**src/rtl/data_mem_responder_pkg.sv**
```systemverilog
// ----------------------------------------------------------------------------
// data_mem_responder_pkg
//   Shared types and constants for the data-memory responder.
//   - state_e   : responder FSM states
//   - op_e      : operation latched at grant time
//   - LAT_CNT_W : width of the access-latency down-counter
//   - latency_load() : value loaded into the counter on a grant
// ----------------------------------------------------------------------------
package data_mem_responder_pkg;

    typedef enum logic [1:0] {
        IDLE    = 2'd0,
        ACCESS  = 2'd1,
        RESPOND = 2'd2,
        RELEASE = 2'd3
    } state_e;

    typedef enum logic {
        OP_READ  = 1'b0,
        OP_WRITE = 1'b1
    } op_e;

    localparam int LAT_CNT_W = 4;

    // The counter runs from latency-1 down to 0 inclusive, so ACCESS lasts
    // exactly `latency` cycles.
    function automatic logic [LAT_CNT_W-1:0] latency_load(input int latency);
        return LAT_CNT_W'(latency - 1);
    endfunction

endpackage

```
**src/rtl/data_mem_responder_if.sv**
```systemverilog
// ----------------------------------------------------------------------------
// data_mem_responder_if
//   Per-thread data-memory channel bundle between the LSUs (master) and the
//   memory responder (slave). Every field is a packed vector with one lane
//   per channel.
//   read_valid/read_address        : read request, address held with valid
//   read_ready/read_data           : read complete, data valid while ready
//   write_valid/write_address/data : write request
//   write_ready                    : write committed
// ----------------------------------------------------------------------------
interface data_mem_responder_if #(
    parameter int CHANNELS  = 4,
    parameter int ADDR_BITS = 8,
    parameter int DATA_BITS = 8
);

    logic [CHANNELS-1:0]                read_valid;
    logic [CHANNELS-1:0][ADDR_BITS-1:0] read_address;
    logic [CHANNELS-1:0]                read_ready;
    logic [CHANNELS-1:0][DATA_BITS-1:0] read_data;

    logic [CHANNELS-1:0]                write_valid;
    logic [CHANNELS-1:0][ADDR_BITS-1:0] write_address;
    logic [CHANNELS-1:0][DATA_BITS-1:0] write_data;
    logic [CHANNELS-1:0]                write_ready;

    modport master (
        output read_valid, read_address,
        output write_valid, write_address, write_data,
        input  read_ready, read_data, write_ready
    );

    modport slave (
        input  read_valid, read_address,
        input  write_valid, write_address, write_data,
        output read_ready, read_data, write_ready
    );

endinterface

```
**src/rtl/data_mem_responder_rr_arbiter.sv**
```systemverilog
// ----------------------------------------------------------------------------
// rr_arbiter
//   Combinational round-robin picker. Grants the first requesting index at or
//   after `pointer`, wrapping modulo N. The pointer register is owned by the
//   parent so that it only advances when a grant is actually taken.
//   req         : per-requester request bits
//   pointer     : highest-priority index this cycle
//   grant_valid : at least one requester is active
//   grant_idx   : chosen requester (0 when grant_valid is low)
// ----------------------------------------------------------------------------
module rr_arbiter #(
    parameter int N = 4,
    localparam int IDX_W = (N > 1) ? $clog2(N) : 1
) (
    input  logic [N-1:0]     req,
    input  logic [IDX_W-1:0] pointer,
    output logic             grant_valid,
    output logic [IDX_W-1:0] grant_idx
);

    logic [IDX_W-1:0] cand;

    always_comb begin
        grant_valid = 1'b0;
        grant_idx   = '0;
        cand        = '0;
        for (int off = 0; off < N; off++) begin
            cand = IDX_W'((int'(pointer) + off) % N);
            if (!grant_valid && req[cand]) begin
                grant_valid = 1'b1;
                grant_idx   = cand;
            end
        end
    end

endmodule

```
**src/rtl/data_mem_responder.sv**
```systemverilog
// ----------------------------------------------------------------------------
// data_mem_responder
//   Responder end of the per-thread data-memory channels. Requests from all
//   channels are arbitrated round-robin onto one single-port array; one
//   request is in flight at a time. Each access takes MEM_LATENCY cycles and
//   completes with a 4-phase handshake (ready held while the requester holds
//   valid, then one RELEASE cycle).
//
//   Ports
//     clk   : clock
//     reset : asynchronous, active-low reset
//     bus   : channel bundle (slave side), see data_mem_responder_if
//     busy  : FSM is not IDLE
//
//   Parameters
//     ADDR_BITS   : address width, array depth 2**ADDR_BITS
//     DATA_BITS   : data word width
//     CHANNELS    : number of requester channels
//     MEM_LATENCY : array access cycles, 1..15
// ----------------------------------------------------------------------------
module data_mem_responder
    import data_mem_responder_pkg::*;
#(
    parameter int ADDR_BITS   = 8,
    parameter int DATA_BITS   = 8,
    parameter int CHANNELS    = 4,
    parameter int MEM_LATENCY = 2
) (
    input  logic                  clk,
    input  logic                  reset,
    data_mem_responder_if.slave   bus,
    output logic                  busy
);

    localparam int CH_W  = (CHANNELS > 1) ? $clog2(CHANNELS) : 1;
    localparam int DEPTH = 2 ** ADDR_BITS;

    // FSM and control state
    state_e                state_q, state_d;
    logic [LAT_CNT_W-1:0]  cnt_q, cnt_d;
    logic [CH_W-1:0]       ptr_q, ptr_d;
    logic [CH_W-1:0]       chan_q;
    op_e                   op_q;

    // Request payload captured at grant time
    logic [ADDR_BITS-1:0]  addr_q;
    logic [DATA_BITS-1:0]  wdata_q;

    // Arbiter
    logic [CHANNELS-1:0]   req;
    logic                  grant_valid;
    logic [CH_W-1:0]       grant_idx;

    // Strobes from the next-state logic
    logic                  accept;
    logic                  mem_we;
    logic                  rd_capture;
    logic                  op_valid;
    logic [CHANNELS-1:0]   read_ready_d;
    logic [CHANNELS-1:0]   write_ready_d;

    // Array and returned data
    logic [DATA_BITS-1:0]                mem [DEPTH];
    logic [DATA_BITS-1:0]                mem_rdata;
    logic [CHANNELS-1:0][DATA_BITS-1:0]  read_data_q;

    assign req = bus.read_valid | bus.write_valid;

    rr_arbiter #(.N(CHANNELS)) u_arb (
        .req         (req),
        .pointer     (ptr_q),
        .grant_valid (grant_valid),
        .grant_idx   (grant_idx)
    );

    // Valid of the operation currently being served; a channel that asked for
    // both ops is served as a read, so the write request keeps it requesting.
    assign op_valid = (op_q == OP_READ) ? bus.read_valid[chan_q]
                                        : bus.write_valid[chan_q];

    always_comb begin
        state_d       = state_q;
        cnt_d         = cnt_q;
        ptr_d         = ptr_q;
        accept        = 1'b0;
        mem_we        = 1'b0;
        rd_capture    = 1'b0;
        read_ready_d  = '0;
        write_ready_d = '0;

        case (state_q)
            IDLE: begin
                if (grant_valid) begin
                    accept  = 1'b1;
                    ptr_d   = (grant_idx == CH_W'(CHANNELS - 1)) ? '0
                                                                 : grant_idx + 1'b1;
                    cnt_d   = latency_load(MEM_LATENCY);
                    state_d = ACCESS;
                end
            end
            ACCESS: begin
                if (cnt_q == '0) begin
                    if (op_q == OP_WRITE) begin
                        mem_we = 1'b1;
                    end else begin
                        rd_capture = 1'b1;
                    end
                    state_d = RESPOND;
                end else begin
                    cnt_d = cnt_q - 1'b1;
                end
            end
            RESPOND: begin
                if (op_q == OP_READ) begin
                    read_ready_d[chan_q] = 1'b1;
                end else begin
                    write_ready_d[chan_q] = 1'b1;
                end
                // A valid already dropped still gets exactly one ready cycle.
                if (!op_valid) begin
                    state_d = RELEASE;
                end
            end
            RELEASE: begin
                state_d = IDLE;
            end
            default: begin
                state_d = IDLE;
            end
        endcase
    end

    // --- control registers -------------------------------------------------
    always_ff @(posedge clk or negedge reset) begin
        if (!reset) begin
            state_q <= IDLE;
            cnt_q   <= '0;
            ptr_q   <= '0;
            chan_q  <= '0;
            op_q    <= OP_READ;
        end else begin
            state_q <= state_d;
            cnt_q   <= cnt_d;
            ptr_q   <= ptr_d;
            if (accept) begin
                chan_q <= grant_idx;
                op_q   <= bus.read_valid[grant_idx] ? OP_READ : OP_WRITE;
            end
        end
    end

    // --- request payload capture (data only, no reset) ---------------------
    always_ff @(posedge clk) begin
        if (accept) begin
            addr_q  <= bus.read_valid[grant_idx] ? bus.read_address[grant_idx]
                                                 : bus.write_address[grant_idx];
            wdata_q <= bus.write_data[grant_idx];
        end
    end

    // --- single-port array -------------------------------------------------
    always_ff @(posedge clk) begin
        if (mem_we) begin
            mem[addr_q] <= wdata_q;
        end
    end

    assign mem_rdata = mem[addr_q];

    // --- per-channel read result; holds until the next read on that channel
    always_ff @(posedge clk or negedge reset) begin
        if (!reset) begin
            read_data_q <= '0;
        end else if (rd_capture) begin
            read_data_q[chan_q] <= mem_rdata;
        end
    end

    assign bus.read_ready  = read_ready_d;
    assign bus.write_ready = write_ready_d;
    assign bus.read_data   = read_data_q;
    assign busy            = (state_q != IDLE);

endmodule
```
**src/flat_wrapper.sv**
```systemverilog
// flat-port wrapper written by rule: the top's interface ports become plain ports
module data_mem_responder_flat import data_mem_responder_pkg::*;
#(
    parameter int ADDR_BITS   = 8,
    parameter int DATA_BITS   = 8,
    parameter int CHANNELS    = 4,
    parameter int MEM_LATENCY = 2
)
  (clk, reset, busy, bus_read_valid, bus_read_address, bus_write_valid, bus_write_address, bus_write_data, bus_read_ready, bus_read_data, bus_write_ready);
  data_mem_responder_if #(.CHANNELS(CHANNELS), .ADDR_BITS(ADDR_BITS), .DATA_BITS(DATA_BITS)) bus_i ();
  input  logic clk;
  input  logic reset;
  output logic busy;
  input wire logic [$bits(bus_i.read_valid)-1:0] bus_read_valid;
  input wire logic [$bits(bus_i.read_address)-1:0] bus_read_address;
  input wire logic [$bits(bus_i.write_valid)-1:0] bus_write_valid;
  input wire logic [$bits(bus_i.write_address)-1:0] bus_write_address;
  input wire logic [$bits(bus_i.write_data)-1:0] bus_write_data;
  output wire logic [$bits(bus_i.read_ready)-1:0] bus_read_ready;
  output wire logic [$bits(bus_i.read_data)-1:0] bus_read_data;
  output wire logic [$bits(bus_i.write_ready)-1:0] bus_write_ready;
  assign bus_i.read_valid = bus_read_valid;
  assign bus_i.read_address = bus_read_address;
  assign bus_i.write_valid = bus_write_valid;
  assign bus_i.write_address = bus_write_address;
  assign bus_i.write_data = bus_write_data;
  assign bus_read_ready = bus_i.read_ready;
  assign bus_read_data = bus_i.read_data;
  assign bus_write_ready = bus_i.write_ready;
  data_mem_responder #(.ADDR_BITS(ADDR_BITS), .DATA_BITS(DATA_BITS), .CHANNELS(CHANNELS), .MEM_LATENCY(MEM_LATENCY)) u_core (.clk(clk), .reset(reset), .bus(bus_i), .busy(busy));
endmodule
```
**config.mk**
```make
export PLATFORM = sky130hd
export DESIGN_NAME = data_mem_responder_flat
export DESIGN_NICKNAME = d
export VERILOG_FILES = /design/src/rtl/data_mem_responder_pkg.sv /design/src/rtl/data_mem_responder_if.sv /design/src/rtl/data_mem_responder_rr_arbiter.sv /design/src/rtl/data_mem_responder.sv /design/src/flat_wrapper.sv
export SDC_FILE = /design/constraint.sdc
export NUM_CORES = 2
export LEC_CHECK = 0
export BUFFER_PORTS_ARGS = -buffer_cell sky130_fd_sc_hd__buf_2
export CAP_MARGIN = 20
export CORE_UTILIZATION = 56
export DETAILED_ROUTE_END_ITERATION = 10
export PLACE_DENSITY_LB_ADDON = 0.12
export SLEW_MARGIN = 20
export SYNTH_ARGS = -nofsm -noshare
export SYNTH_HDL_FRONTEND = slang
export SYNTH_SLANG_ARGS = --single-unit
```
**constraint.sdc**
```tcl
create_clock -name clk -period 3.8 [get_ports clk]
set_input_delay 0.57 -clock clk [delete_from_list [all_inputs] [get_ports clk]]
set_output_delay 0.57 -clock clk [all_outputs]
set_load 0.01 [all_outputs]
```
==> flow_summary.yaml <==
logic_synthesis:
  ys_top_cells_by_count: "edfxtp_1, mux4_2, nor2_1"
  syn_area_um2: 83100
  syn_inst: 4051
  synthDistinctLibCells: 74
  synth.most_common_cell: "edfxtp_1"
  yosysWarnings: 0
  synth_top_area_share_pct: 74.6
  synth_top_flop_cell: "edfxtp_1"
  ys_seq_elements: 2115
  synth_nets: 4163
  synth_top_area_cell: "edfxtp_1"
  ys_top_cells_by_area: "edfxtp_1, mux4_2, mux2i_1"
  synth_edf_count: 2064
  postSynthAreaPerCell_um2: 20.5
  yosysSeqAreaShare_pct: 76.0
  synth-async-reset-ratio_pct: 2.03
clock_network:
  cts_tree: "built"
  htree_num_levels: 4
  clk_pin_slew_worst_paths_ns: 0.06
  cts_root_buf: "clkbuf_16"
  numCtsBuffers: 204
  cts.sinks: 2115
  clk_latency_ns: 0.85
  cts.path.max_buffers: 3
power_and_ir_drop:
  leakagePower_nw: 31.6
  vdd_drop_max_uv: 529
  powerDensity_nw_per_um2: 764
  finalPower_w: 0.0733
detailed_routing:
  avgViaCountPerCell: 6.38
  drt_first_pass_iters: 6
  via_count: 43200
  avgRoutedWirePerCell_um: 31.0
  postRouteAntennaNets: 0
  drc: 0
  drtIter0Drc: 5125
  wl_um: 210000
timing:
  hold_viol_final: 0
  rsz0062_at_grt: "no"
  period_share_pct: 101
  finalSetupViolCount: 4
  period_needed_ns: 3.83
  tightest_slew_ns: 1.16
  maxSlewHeadroom_pct: 22.7
  setup_ws_ns: -0.0277
  maxSlewViolCount: 0
  fmax_mhz: 261
  skew_ns: 0.0429
  whs_ns: 0.133
die:
  dieArea_um2: 150000
  num_io_pins: 147
  initial_core_util_pct: 56.4
  core-area_um2: 147000
  die_h_um: 387
  placementRows: 141
  die_w_um: 387
setup_path:
  cp.arrival_ns: 4.54
  cp_max_fo: 17
  criticalPathCategory: "flip-flop to flip-flop"
  cp_data_required_time_ns: 4.51
  reg2reg_slack_ns: -0.03
  path_cells: "buf_12 > buf_12 > mux4_2 > mux2i_1 > o21ai_0 > a211oi_1 > a211oi_1 > mux2_2"
  timing.rr.end: "u_core.bus.read_data[7]$_DFFE_PN0P_"
  slowest_stage: "a211oi_1"
  critPathMaxStageDelay_ns: 0.98
  crit_path_end_kind: "flip-flop"
  worstRegToRegCells: 8
  startpoint_type: "flip-flop"
layout:
  fin_area_um2: 96000
  areaGrowthSynthToFinish_pct: 15.5
  drive_above_1_share_pct: 31.7
  fin_nets: 4784
  final_cells: 6771
flow_run:
  maxCapViolations: 0
place:
  dp.cells: 6390
  portBuffers: 146
  postPlaceCellArea_um2: 89400
  place_congestion: 0.905
  place_ws_ns: -0.298
  hpwl_um: 135000
global_routing:
  grt_pass1_vias: 43100
  overflow: 0
  grt_pass1_wl_um: 303000
  grt_max_degree: 161
  antenna_found_initial: 3
  grt_use_total_pct: 28.2
worst_hold_path:
  holdPathStages: 3
  min_path_type: "input pin to flip-flop"
  hp-start: "bus_write_data[24]"
  hold_end: "u_core.wdata_q[0]$_DFFE_PP_"
status:
  status: "complete, but fails checks"
  violations: "setup timing"
## layout make-up
type / instances / area (um^2)
sequential: 2115 / 63200
inverter: 14 / 52.6
tap: 1930 / 2410
fill: 9885 / 51500
antenna: 2 / 5.00
multi-input combinational: 1688 / 18600
clock inverter: 127 / 1170
timing repair buffer: 649 / 5200
clock buffer: 246 / 5310
## registers in the layout, summed over array words and instances, names as in the netlist, named ones only
signal and count:
u_core.chan_q 2, u_core.mem 2048, u_core.ptr_q 2, u_core.addr_q 8, u_core.wdata_q 8, u_core.state_q 2, u_core.cnt_q 4, u_core.op_q 1
u_core.bus.read_data 32
## cells by family after synthesis
family	count (synthesis)	share of synthesized area [%]
and+or+nand+nor	588	3.09
adders and majority gates	6	0.0903
buffers and inverters	248	1.70
AOI/OAI and AO/OA	360	2.98
DFF	2115	76.0
muxes	732	16.1
xor gates and xnor gates	2	0.0211
## cell usage in the layout, fill, tap and decap left out, types with 53 or more instances in the layout
master        n
nand2_1     109
buf_4       447
edfxtp_1   2064
buf_12       53
clkbuf_16   206
buf_2       146
mux4_2      473
mux2i_1     175
nor2_1      322
mux2_2       83
a21oi_1      59
a22oi_1      83
## critical path: cells and delay by family, from the launching register on
kind                   cells  cell delay, ns
buffers and inverters      2            0.42
flip-flops                 1            0.53
AO/OA/AOI/OAI              3            1.59
multiplexers               3            1.14
## per-layer routing
| metal | global-route usage [%] | vias up | wire (um) |
|---|---|---|---|
| met4 | 8.77 | 2 | 6280 |
| met5 | 0 | - | 13 |
| met1 | 41.2 | 22800 | 86200 |
| li1 | - | 18000 | - |
| met2 | 43.5 | 2008 | 99300 |
| met3 | 5.75 | 335 | 18000 |
## stage by stage
step                utilization (%)  TNS [ns]
global placement               60.6     -2.27
detailed placement             60.6     -2.56
CTS                            65.0         0
floorplan                         -   -503.25
finish                         65.1   -0.0872
global route                   65.1         0
## power breakdown
group          internal, W  leakage [nW]  switching [W]
Sequential          0.0287          19.2       0.000704
Clock               0.0111          3.14        0.00863
Combinational      0.00942          9.27         0.0148
Total               0.0492          31.6         0.0241
## worst max path at each step
stage / slack [ns] / cells after the start / startpoint / to
finish: -0.03 / 8 / flip-flop / u_core.bus.read_data[7]$_DFFE_PN0P_
global route: 0.07 / 9 / flip-flop / u_core.bus.read_data[15]$_DFFE_PN0P_
CTS: 0.01 / 8 / flip-flop / u_core.bus.read_data[7]$_DFFE_PN0P_
detailed placement: -0.30 / 10 / flip-flop / u_core.bus.read_data[7]$_DFFE_PN0P_
global placement: -0.27 / 10 / flip-flop / u_core.bus.read_data[15]$_DFFE_PN0P_
floorplan: -0.25 / 0 / u_core.wdata_q[0]$_DFFE_PP_ / u_core.mem[0][0]$_DFFE_PP_
## what timing repair did
action,4_1_cts,5_1_grt
buffers inserted,1,4
hold endpoints to repair,43,0
pin swaps,0,0
setup endpoints to repair,12,4
hold buffers,1,0
gates resized for setup,4,0
Power figures use the tool's default switching activity.
